**src/rtl/pipe_ctrl_pkg.sv**
```systemverilog
// Shared types and helpers for the pipeline controller.
//   pipe_mode_e : controller state, also driven out as the pipe_mode word
//   PIPE_MODE_W : width of pipe_mode
//   stage_mask  : stage index -> thermometer mask (bits 0..idx), saturating
package pipe_ctrl_pkg;

  localparam int PIPE_MODE_W = 3;

  typedef enum logic [PIPE_MODE_W-1:0] {
    PM_RESET  = 3'b000,
    PM_RUN    = 3'b001,
    PM_STALL  = 3'b010,
    PM_FLUSH  = 3'b011,
    PM_DRAIN  = 3'b100,
    PM_HALTED = 3'b101
  } pipe_mode_e;

  // Bits 0..idx set, clipped to n stages; an idx at or beyond the last stage
  // gives all n bits. Callers cast the result down to their stage count (<= 32).
  function automatic logic [31:0] stage_mask(input int unsigned idx,
                                             input int unsigned n);
    logic [31:0] m;
    for (int unsigned i = 0; i < 32; i++) m[i] = (i <= idx) && (i < n);
    return m;
  endfunction

endpackage

```
**src/rtl/pipe_ctrl_flush_seq.sv**
```systemverilog
// Flush sequencer: holds the flush mask for FLUSH_CYCLES cycles per request,
// merges masks of back-to-back requests and keeps the flush epoch.
//   i_clk, i_rst : clock, synchronous active-high reset
//   i_start      : accepted flush request this cycle
//   i_mask       : stage mask for the new request
//   o_busy       : flush continues past the current cycle
//   o_flush      : registered per-stage flush mask
//   o_epoch      : flush epoch, +1 per accepted request, wraps
import pipe_ctrl_pkg::*;

module pipe_ctrl_flush_seq #(
  parameter int NUM_STAGES   = 3,
  parameter int FLUSH_CYCLES = 2,
  parameter int EPOCH_W      = 3
) (
  input  logic                  i_clk,
  input  logic                  i_rst,
  input  logic                  i_start,
  input  logic [NUM_STAGES-1:0] i_mask,
  output logic                  o_busy,
  output logic [NUM_STAGES-1:0] o_flush,
  output logic [EPOCH_W-1:0]    o_epoch
);

  localparam int CNT_W = 4;

  // r_cnt = flush cycles left including the one currently on the outputs
  logic [CNT_W-1:0]      r_cnt;
  logic [NUM_STAGES-1:0] r_mask;
  logic [EPOCH_W-1:0]    r_epoch;

  always_ff @(posedge i_clk) begin
    if (i_rst) begin
      r_cnt   <= '0;
      r_mask  <= '0;
      r_epoch <= '0;
    end else if (i_start) begin
      // a request landing mid-flush widens the mask and restarts the hold
      r_cnt   <= CNT_W'(FLUSH_CYCLES);
      r_mask  <= ((r_cnt != '0) ? r_mask : '0) | i_mask;
      r_epoch <= r_epoch + 1'b1;
    end else if (r_cnt != '0) begin
      r_cnt <= r_cnt - 1'b1;
      if (r_cnt == CNT_W'(1)) r_mask <= '0;
    end
  end

  assign o_busy  = (r_cnt > CNT_W'(1));
  assign o_flush = r_mask;
  assign o_epoch = r_epoch;

endmodule

```
**src/rtl/pipe_ctrl.sv**
```systemverilog
// Front-end pipeline controller: per-stage stall/flush, multi-cycle flush
// with epoch tag, and drain/halt for debug quiescing.
//   i_clk, i_rst       : clock, synchronous active-high reset
//   i_res_full         : per-resource full flags
//   i_flush_req        : flush request pulse
//   i_flush_stage      : flush stages 0..i_flush_stage (saturating)
//   i_halt_req         : level, drain then halt
//   i_pipe_empty       : ROB and front-end empty
//   o_stall, o_flush   : per-stage hold / invalidate
//   o_pipe_mode        : current state (pipe_mode_e encoding)
//   o_epoch, o_halted  : flush epoch, halted flag
// Optional build macro PIPE_CTRL_PERF_EN adds saturating 32-bit counters
//   o_perf_stall_cnt / o_perf_flush_cnt / o_perf_halt_cnt.
import pipe_ctrl_pkg::*;

module pipe_ctrl #(
  parameter int NUM_STAGES   = 3,
  parameter int NUM_RES      = 4,
  parameter int FLUSH_CYCLES = 2,
  parameter int EPOCH_W      = 3,
  localparam int FS_W = (NUM_STAGES > 1) ? $clog2(NUM_STAGES) : 1
) (
  input  logic                   i_clk,
  input  logic                   i_rst,
  input  logic [NUM_RES-1:0]     i_res_full,
  input  logic                   i_flush_req,
  input  logic [FS_W-1:0]        i_flush_stage,
  input  logic                   i_halt_req,
  input  logic                   i_pipe_empty,
  output logic [NUM_STAGES-1:0]  o_stall,
  output logic [NUM_STAGES-1:0]  o_flush,
  output logic [PIPE_MODE_W-1:0] o_pipe_mode,
  output logic [EPOCH_W-1:0]     o_epoch,
`ifdef PIPE_CTRL_PERF_EN
  output logic [31:0]            o_perf_stall_cnt,
  output logic [31:0]            o_perf_flush_cnt,
  output logic [31:0]            o_perf_halt_cnt,
`endif
  output logic                   o_halted
);

  pipe_mode_e            r_state, w_nxt, w_run_nxt;
  logic [NUM_STAGES-1:0] r_stall, w_stall_nxt, w_mask;
  logic                  r_halt_pend;
  logic                  w_res_any, w_start, w_busy;

  assign w_res_any = |i_res_full;
  assign w_run_nxt = w_res_any ? PM_STALL : PM_RUN;
  // HALTED and RESET ignore flush requests
  assign w_start   = i_flush_req && (r_state == PM_RUN  || r_state == PM_STALL ||
                                     r_state == PM_FLUSH || r_state == PM_DRAIN);
  assign w_mask    = NUM_STAGES'(stage_mask(32'(i_flush_stage), NUM_STAGES));

  pipe_ctrl_flush_seq #(
    .NUM_STAGES  (NUM_STAGES),
    .FLUSH_CYCLES(FLUSH_CYCLES),
    .EPOCH_W     (EPOCH_W)
  ) u_flush_seq (
    .i_clk  (i_clk),
    .i_rst  (i_rst),
    .i_start(w_start),
    .i_mask (w_mask),
    .o_busy (w_busy),
    .o_flush(o_flush),
    .o_epoch(o_epoch)
  );

  // state register
  always_ff @(posedge i_clk) begin
    if (i_rst) begin
      r_state     <= PM_RESET;
      r_stall     <= '0;
      r_halt_pend <= 1'b0;
    end else begin
      r_state     <= w_nxt;
      r_stall     <= w_stall_nxt;
      // a halt seen while flushing is remembered until the flush ends
      r_halt_pend <= (w_nxt == PM_FLUSH) ? (r_halt_pend | i_halt_req) : 1'b0;
    end
  end

  // next state
  always_comb begin
    w_nxt = r_state;
    case (r_state)
      PM_RESET: w_nxt = w_run_nxt;
      PM_RUN, PM_STALL: begin
        if (i_flush_req)     w_nxt = PM_FLUSH;
        else if (i_halt_req) w_nxt = PM_DRAIN;
        else                 w_nxt = w_run_nxt;
      end
      PM_FLUSH: begin
        if (i_flush_req || w_busy)        w_nxt = PM_FLUSH;
        else if (r_halt_pend || i_halt_req) w_nxt = PM_DRAIN;
        else                              w_nxt = w_run_nxt;
      end
      PM_DRAIN: begin
        if (i_flush_req)       w_nxt = PM_FLUSH;
        else if (!i_halt_req)  w_nxt = w_run_nxt;
        else if (i_pipe_empty) w_nxt = PM_HALTED;
      end
      PM_HALTED: if (!i_halt_req) w_nxt = w_run_nxt;
      default:   w_nxt = PM_RESET;
    endcase
  end

  // outputs: stall is computed for the next state and registered with it
  always_comb begin
    w_stall_nxt = '0;
    case (w_nxt)
      PM_STALL, PM_FLUSH, PM_HALTED: w_stall_nxt = '1;
      PM_DRAIN: begin
        w_stall_nxt    = {NUM_STAGES{w_res_any}};
        w_stall_nxt[0] = 1'b1;
      end
      default: w_stall_nxt = '0;
    endcase
  end

  assign o_stall     = r_stall;
  assign o_pipe_mode = r_state;
  assign o_halted    = (r_state == PM_HALTED);

`ifdef PIPE_CTRL_PERF_EN
  logic [31:0] r_perf_stall, r_perf_flush, r_perf_halt;

  always_ff @(posedge i_clk) begin
    if (i_rst) begin
      r_perf_stall <= '0;
      r_perf_flush <= '0;
      r_perf_halt  <= '0;
    end else begin
      if (r_state == PM_STALL && !(&r_perf_stall))  r_perf_stall <= r_perf_stall + 1'b1;
      if (w_start && !(&r_perf_flush))              r_perf_flush <= r_perf_flush + 1'b1;
      if (r_state == PM_HALTED && !(&r_perf_halt))  r_perf_halt  <= r_perf_halt + 1'b1;
    end
  end

  assign o_perf_stall_cnt = r_perf_stall;
  assign o_perf_flush_cnt = r_perf_flush;
  assign o_perf_halt_cnt  = r_perf_halt;
`endif

endmodule

```
**config.mk**
```make
export PLATFORM = sky130hd
export DESIGN_NAME = pipe_ctrl
export DESIGN_NICKNAME = d
export VERILOG_FILES = /design/src/rtl/pipe_ctrl_pkg.sv /design/src/rtl/pipe_ctrl_flush_seq.sv /design/src/rtl/pipe_ctrl.sv
export SDC_FILE = /design/constraint.sdc
export NUM_CORES = 1
export LEC_CHECK = 0
export CAP_MARGIN = 0
export CORE_MARGIN = 10
export CORE_UTILIZATION = 45
export CTS_CLUSTER_SIZE = 28
export DETAILED_ROUTE_END_ITERATION = 7
export GPL_TIMING_DRIVEN = 0
export PLACE_DENSITY = 0.76
export SLEW_MARGIN = 10
export SYNTH_ARGS = -nofsm -noshare
export SYNTH_HDL_FRONTEND = slang
export SYNTH_HIERARCHICAL = 1
export SYNTH_SLANG_ARGS = --single-unit
```
**constraint.sdc**
```tcl
create_clock -name i_clk -period 3.2 [get_ports i_clk]
set_clock_uncertainty 0.1 [all_clocks]
set_input_delay 0.64 -clock i_clk [delete_from_list [all_inputs] [get_ports i_clk]]
set_output_delay 0.64 -clock i_clk [all_outputs]
set_load 0.05 [all_outputs]
```
; ---- Word-level counts from Yosys, hierarchy flattened
; Index checks and enable logic that the tools add are counted.
[op_classes]
addsub = 2
order_cmp = 3
bitwise_logic = 3
n_mux = 17
n_eq_ne = 10
reduce_logical = 16
[op_table]
columns = op, count
row1 = 3-bit 2-to-1 mux, 12
row2 = 3-bit case mux with 5 select lines, 1
row3 = 3-bit by 2-bit == test with 1-bit output (second input constant), 4
row4 = 3-bit == test (second input constant), 4
row5 = 2-bit 2-to-1 mux, 3
row6 = 3-bit case mux with 2 select lines, 1
row7 = 2-bit OR reduction, 3
row8 = 1-bit logical OR, 5
row9 = 4-bit by 1-bit == test with 1-bit output (second input constant), 1
row10 = 4-bit by 1-bit > comparator with 1-bit output (second input constant), 1
row11 = 2-bit nonzero test, 2
row12 = 4-bit nonzero test, 1
row13 = 4-bit OR reduction, 1
row14 = 4-bit by 1-bit subtractor with 4-bit output (second input constant), 1
row15 = 3-bit by 1-bit adder with 3-bit output (second input constant), 1
row16 = 3-bit by 1-bit == test with 1-bit output (second input constant), 1
row17 = 3-bit zero test, 1
row18 = 3-bit bitwise OR, 1
row19 = 3-bit OR reduction, 1
row20 = 1-bit by 2-bit less-or-equal comparator with 1-bit output (first input constant), 1
row21 = 2-bit less-or-equal comparator (first input constant), 1
row22 = 2-bit AND reduction, 1
row23 = 1-bit logical AND, 1
row24 = 1-bit NOT, 1
row25 = 1-bit bitwise OR, 1
[totals]
output_inout_bits = 13
wordCells = 58
in_bits = 11
register_bits = 17

; ---- Longest topological paths before layout
[logic_depth]
word_depth = 8
ltp_mapped = 7
mapped_depth_nobuf = 6

; ---- By module
; Netlist, hierarchy kept.
[by_module_without_submodules]
columns = module, n_inst, area_each_um2, cells_per_inst
row1 = pipe_ctrl_flush_seq, 1, 415.4, 44
row2 = pipe_ctrl, 1, 412.9, 51

; ---- Least setup slack after synthesis
; No wires, ideal clock.
[synth_path]
kind = register -> output
from = register r_state[0], in the netlist o_pipe_mode[0]
to = output port o_halted
slack_ps = 1026
required_time_ps = 2460
path_buffers = 1
stages_incl_launch_ff = 3
t_arrival_ps = 1434
cell_sequence = dfxtp_1 buf_2 and3_1
[synth_between]
elab_chain_cells = 1
[synth_rtl]
columns = item, line_no
row1 = start: declaration, pipe_ctrl.sv:42  ; pipe_mode_e r_state, w_nxt, w_run_nxt;
row2 = start signal: assignment, pipe_ctrl.sv:75  ; r_state <= w_nxt;
row3 = 3-bit == test, pipe_ctrl.sv:122  ; assign o_halted = (r_state == PM_HALTED);
row4 = end: declaration, pipe_ctrl.sv:39  ; output logic o_halted
; No other way between the ends.

; ---- Worst setup path after layout
; Same ends and word-level chain as after synthesis.

==> flow_metrics.env <==
export IMPL_outcome="finished clean"
export IMPL_crit_fanout=10
export IMPL_initial_core_util=0.475
export IMPL_worst_hold_slack_ns=0.392
export IMPL_synth_fp_nets=107
export IMPL_ios=24
export IMPL_power_uw=528
export IMPL_fmax_ghz=0.376
export IMPL_syn_area_um2=828
export IMPL_hold_viol_final=0
export IMPL_synth_xor_area_frac=0.0317
export IMPL_p_leak_nw=0.443
export IMPL_ys_seq_elements=16
export IMPL_hold_buffers=0
export IMPL_overflow=0
export IMPL_ctsResizeCount=0
export IMPL_synth_warnings=6
export IMPL_grt_setup_unrepaired="false"
export IMPL_place_gp_congestion=0.895
export IMPL_multiInputGateArea_um2=443
export IMPL_cts_root_buf="clkbuf_4"
export IMPL_yosysSeqAreaShare=0.387
export IMPL_nets=135
export IMPL_vias_per_cell=5.40
export IMPL_postSynthCellCount=95
export IMPL_synth_distinct_cells=44
export IMPL_synth_area_per_cell_um2=8.72
export IMPL_tritoncts_num_buffers=3
export IMPL_area_sequential_um2=320
export IMPL_drc=0
export IMPL_synthAdderAreaFrac=0.0272
export IMPL_first_pass_iters=4
export IMPL_coreArea_um2=1750
export IMPL_clk_pin_slew_ns=0.09
export IMPL_min_period_over_period=0.831
export IMPL_p_per_area_nw_per_um2=469
export IMPL_place_ws_ns=0.747
export IMPL_dieHeight_um=62.9
export IMPL_die_area_um2=3960
export IMPL_finalInstanceArea_um2=1130
export IMPL_setup_violations_final=0
export IMPL_grt_util_all_layers=0.103
export IMPL_fillerInstances=148
export IMPL_cpPeakStageDelay_ns=0.79
export IMPL_cts_tree="done"
export IMPL_drv_slew=0
export IMPL_hpwl_um=1540
export IMPL_h_tree_depth=1
export IMPL_yosys_mux_area_fraction=0.0121
export IMPL_fin_ws_ns=0.541
export IMPL_n_antenna_cell=0
export IMPL_period_needed_ns=2.66
export IMPL_drt_initial_drc_count=44
export IMPL_post_route_util=0.645
export IMPL_clk_path_buf_depth=2
export IMPL_crit_required_ns=2.46
export IMPL_insertion_delay_ns=0.28
export IMPL_antenna_found_initial=0
export IMPL_crit_type="register to output port"
export IMPL_routedWlPerCell_um=13.9
export IMPL_vdd_drop_max_v=0.000362
export IMPL_cp_top_family="buffers and inverters"
export IMPL_critical_path_buf_inv_count=2
export IMPL_chipWidth_um=62.9
export IMPL_start_kind="register"
export IMPL_dpl_cell_area_um2=1090
export IMPL_maxCapViolCount=0
export IMPL_cts_setup_buffers=0
export IMPL_grt_start_max_net_pins=11
export IMPL_path_cells="buf_2, and3_1, clkdlybuf4s50_1"
export IMPL_drt_wl_total_um=2040
export IMPL_area_growth_pct=36.0
export IMPL_grt_pass1_wl_um=3480
export IMPL_ant_nets=0
export IMPL_synth_top_family_by_area="compound AO/OA/AOI/OAI gates"
export IMPL_grt_pass1_vias=848
export IMPL_dp_cells=143
export IMPL_setup_tns_ns=0
export IMPL_synth_compound_area_frac=0.245
export IMPL_tightest_slew_ns=0.512
export IMPL_critPathCaptureType="output port"
export IMPL_final_cells=147
export IMPL_maxSlewHeadroom=0.658
export IMPL_num_vias=794
export IMPL_cp_slowest_cell="clkdlybuf4s50_1"
export IMPL_synthSimpleGateAreaFrac=0.215
export IMPL_io_buffers=23
export IMPL_hold_class="register to register"
export IMPL_worst_endpoint_arrival_ns=1.92
export IMPL_cts_sinks=16
export IMPL_fp_row_count=15
export IMPL_drive_gt1_frac=0.123
synth_stat cells, drive strengths merged:
cell type / n / share of area
or4: 1 / 0.014
nor4b: 2 / 0.021
mux2i: 1 / 0.012
o21bai: 1 / 0.0091
a211oi: 2 / 0.018
a21o: 1 / 0.0091
and4b: 1 / 0.012
nor3: 1 / 0.0060
xor2: 1 / 0.011
inv: 5 / 0.023
ha: 1 / 0.015
o32ai: 3 / 0.032
buf: 6 / 0.047
o2bb2ai: 1 / 0.011
o22ai: 1 / 0.0076
nand3b: 1 / 0.0091
o21ai: 6 / 0.036
or3: 2 / 0.021
nor2: 9 / 0.050
and2b: 1 / 0.0091
nand2b: 1 / 0.0076
conb: 1 / 0.0045
a31oi: 1 / 0.0076
nand4: 1 / 0.0076
o31a: 1 / 0.011
nand3: 1 / 0.0060
and3: 3 / 0.023
o211ai: 1 / 0.0091
o31ai: 1 / 0.0091
nor4bb: 1 / 0.012
a21oi: 10 / 0.060
nand2: 2 / 0.0091
maj3: 1 / 0.012
xnor2: 2 / 0.021
or2: 1 / 0.0076
dfxtp: 16 / 0.39
o211a: 1 / 0.012
a311o: 1 / 0.014
clkbuf: 2 / 0.0091
kinds of logic (layout without fill, tap and decap cells):
logic type | Yosys count | in the layout
AO/OA/AOI/OAI | 31 | 31
XOR/XNOR | 3 | 3
adder cells (fa/ha/maj) | 2 | 2
buffers and inverters | 13 | 40
flip-flops | 16 | 16
multiplexers | 1 | 1
other | 1 | 1
AND/OR/NAND/NOR | 28 | 28
layout make-up:
type                    instances  area share
inverters                       5      0.0167
clock buffers                   4      0.0322
flip-flops and latches         16       0.284
plain buffers                   8      0.0411
repair buffers                 23       0.204
well taps                      25      0.0278
multi-input cells              66       0.393
state kept, by name (all words and copies together), names as in the netlist:
name                 count
u_flush_seq/o_epoch      3
r_halt_pend              1
u_flush_seq/r_cnt        4
o_stall                  2
u_flush_seq/o_flush      3
o_pipe_mode              3
final timing paths:
kind,start,slack (ns),depth (start not counted),to
worst max-delay path,o_pipe_mode[0],0.54,3,o_halted
worst min-delay path,u_flush_seq/o_flush[1],0.39,2,u_flush_seq/o_flush[1]
worst min register to register,u_flush_seq/o_flush[1],0.39,2,u_flush_seq/o_flush[1]
worst max register to register,u_flush_seq/r_cnt[1],1.25,5,o_stall[1]
routing by layer:
| layer | global-route usage | vias to the layer above | share of wire |
|---|---|---|---|
| met4 | 0.0251 | 0 | 0 |
| met3 | 0.0520 | 0 | 0.092 |
| met5 | 0 | - | 0 |
| li1 | - | 400 | - |
| met1 | 0.102 | 369 | 0.42 |
| met2 | 0.187 | 25 | 0.49 |
worst register-to-register path, delay by kind of cell, from the launching register on:
family          cells  cell delay [ns]
compound gates      4             0.94
simple gates        1             0.44
flops               1             0.36
layout by cell type, fill, tap and decap left out, drive strengths merged, types with 3 or more instances in the layout:
master and instances:
nor2 9, inv 5, a21oi 10, o32ai 3, buf 6, and3 3
clkbuf 6, clkdlybuf4s50 23, o21ai 6, dfxtp 16
where the power goes:
part           total [mW]  internal [mW]  leakage [nW]  switching (mW)
clock               0.129         0.0692        0.0210          0.0599
combinational       0.173         0.0702         0.291           0.103
sequential          0.226          0.214         0.131          0.0121
total               0.528          0.353         0.443           0.175
No activity file was read; power rests on OpenSTA's default activity.
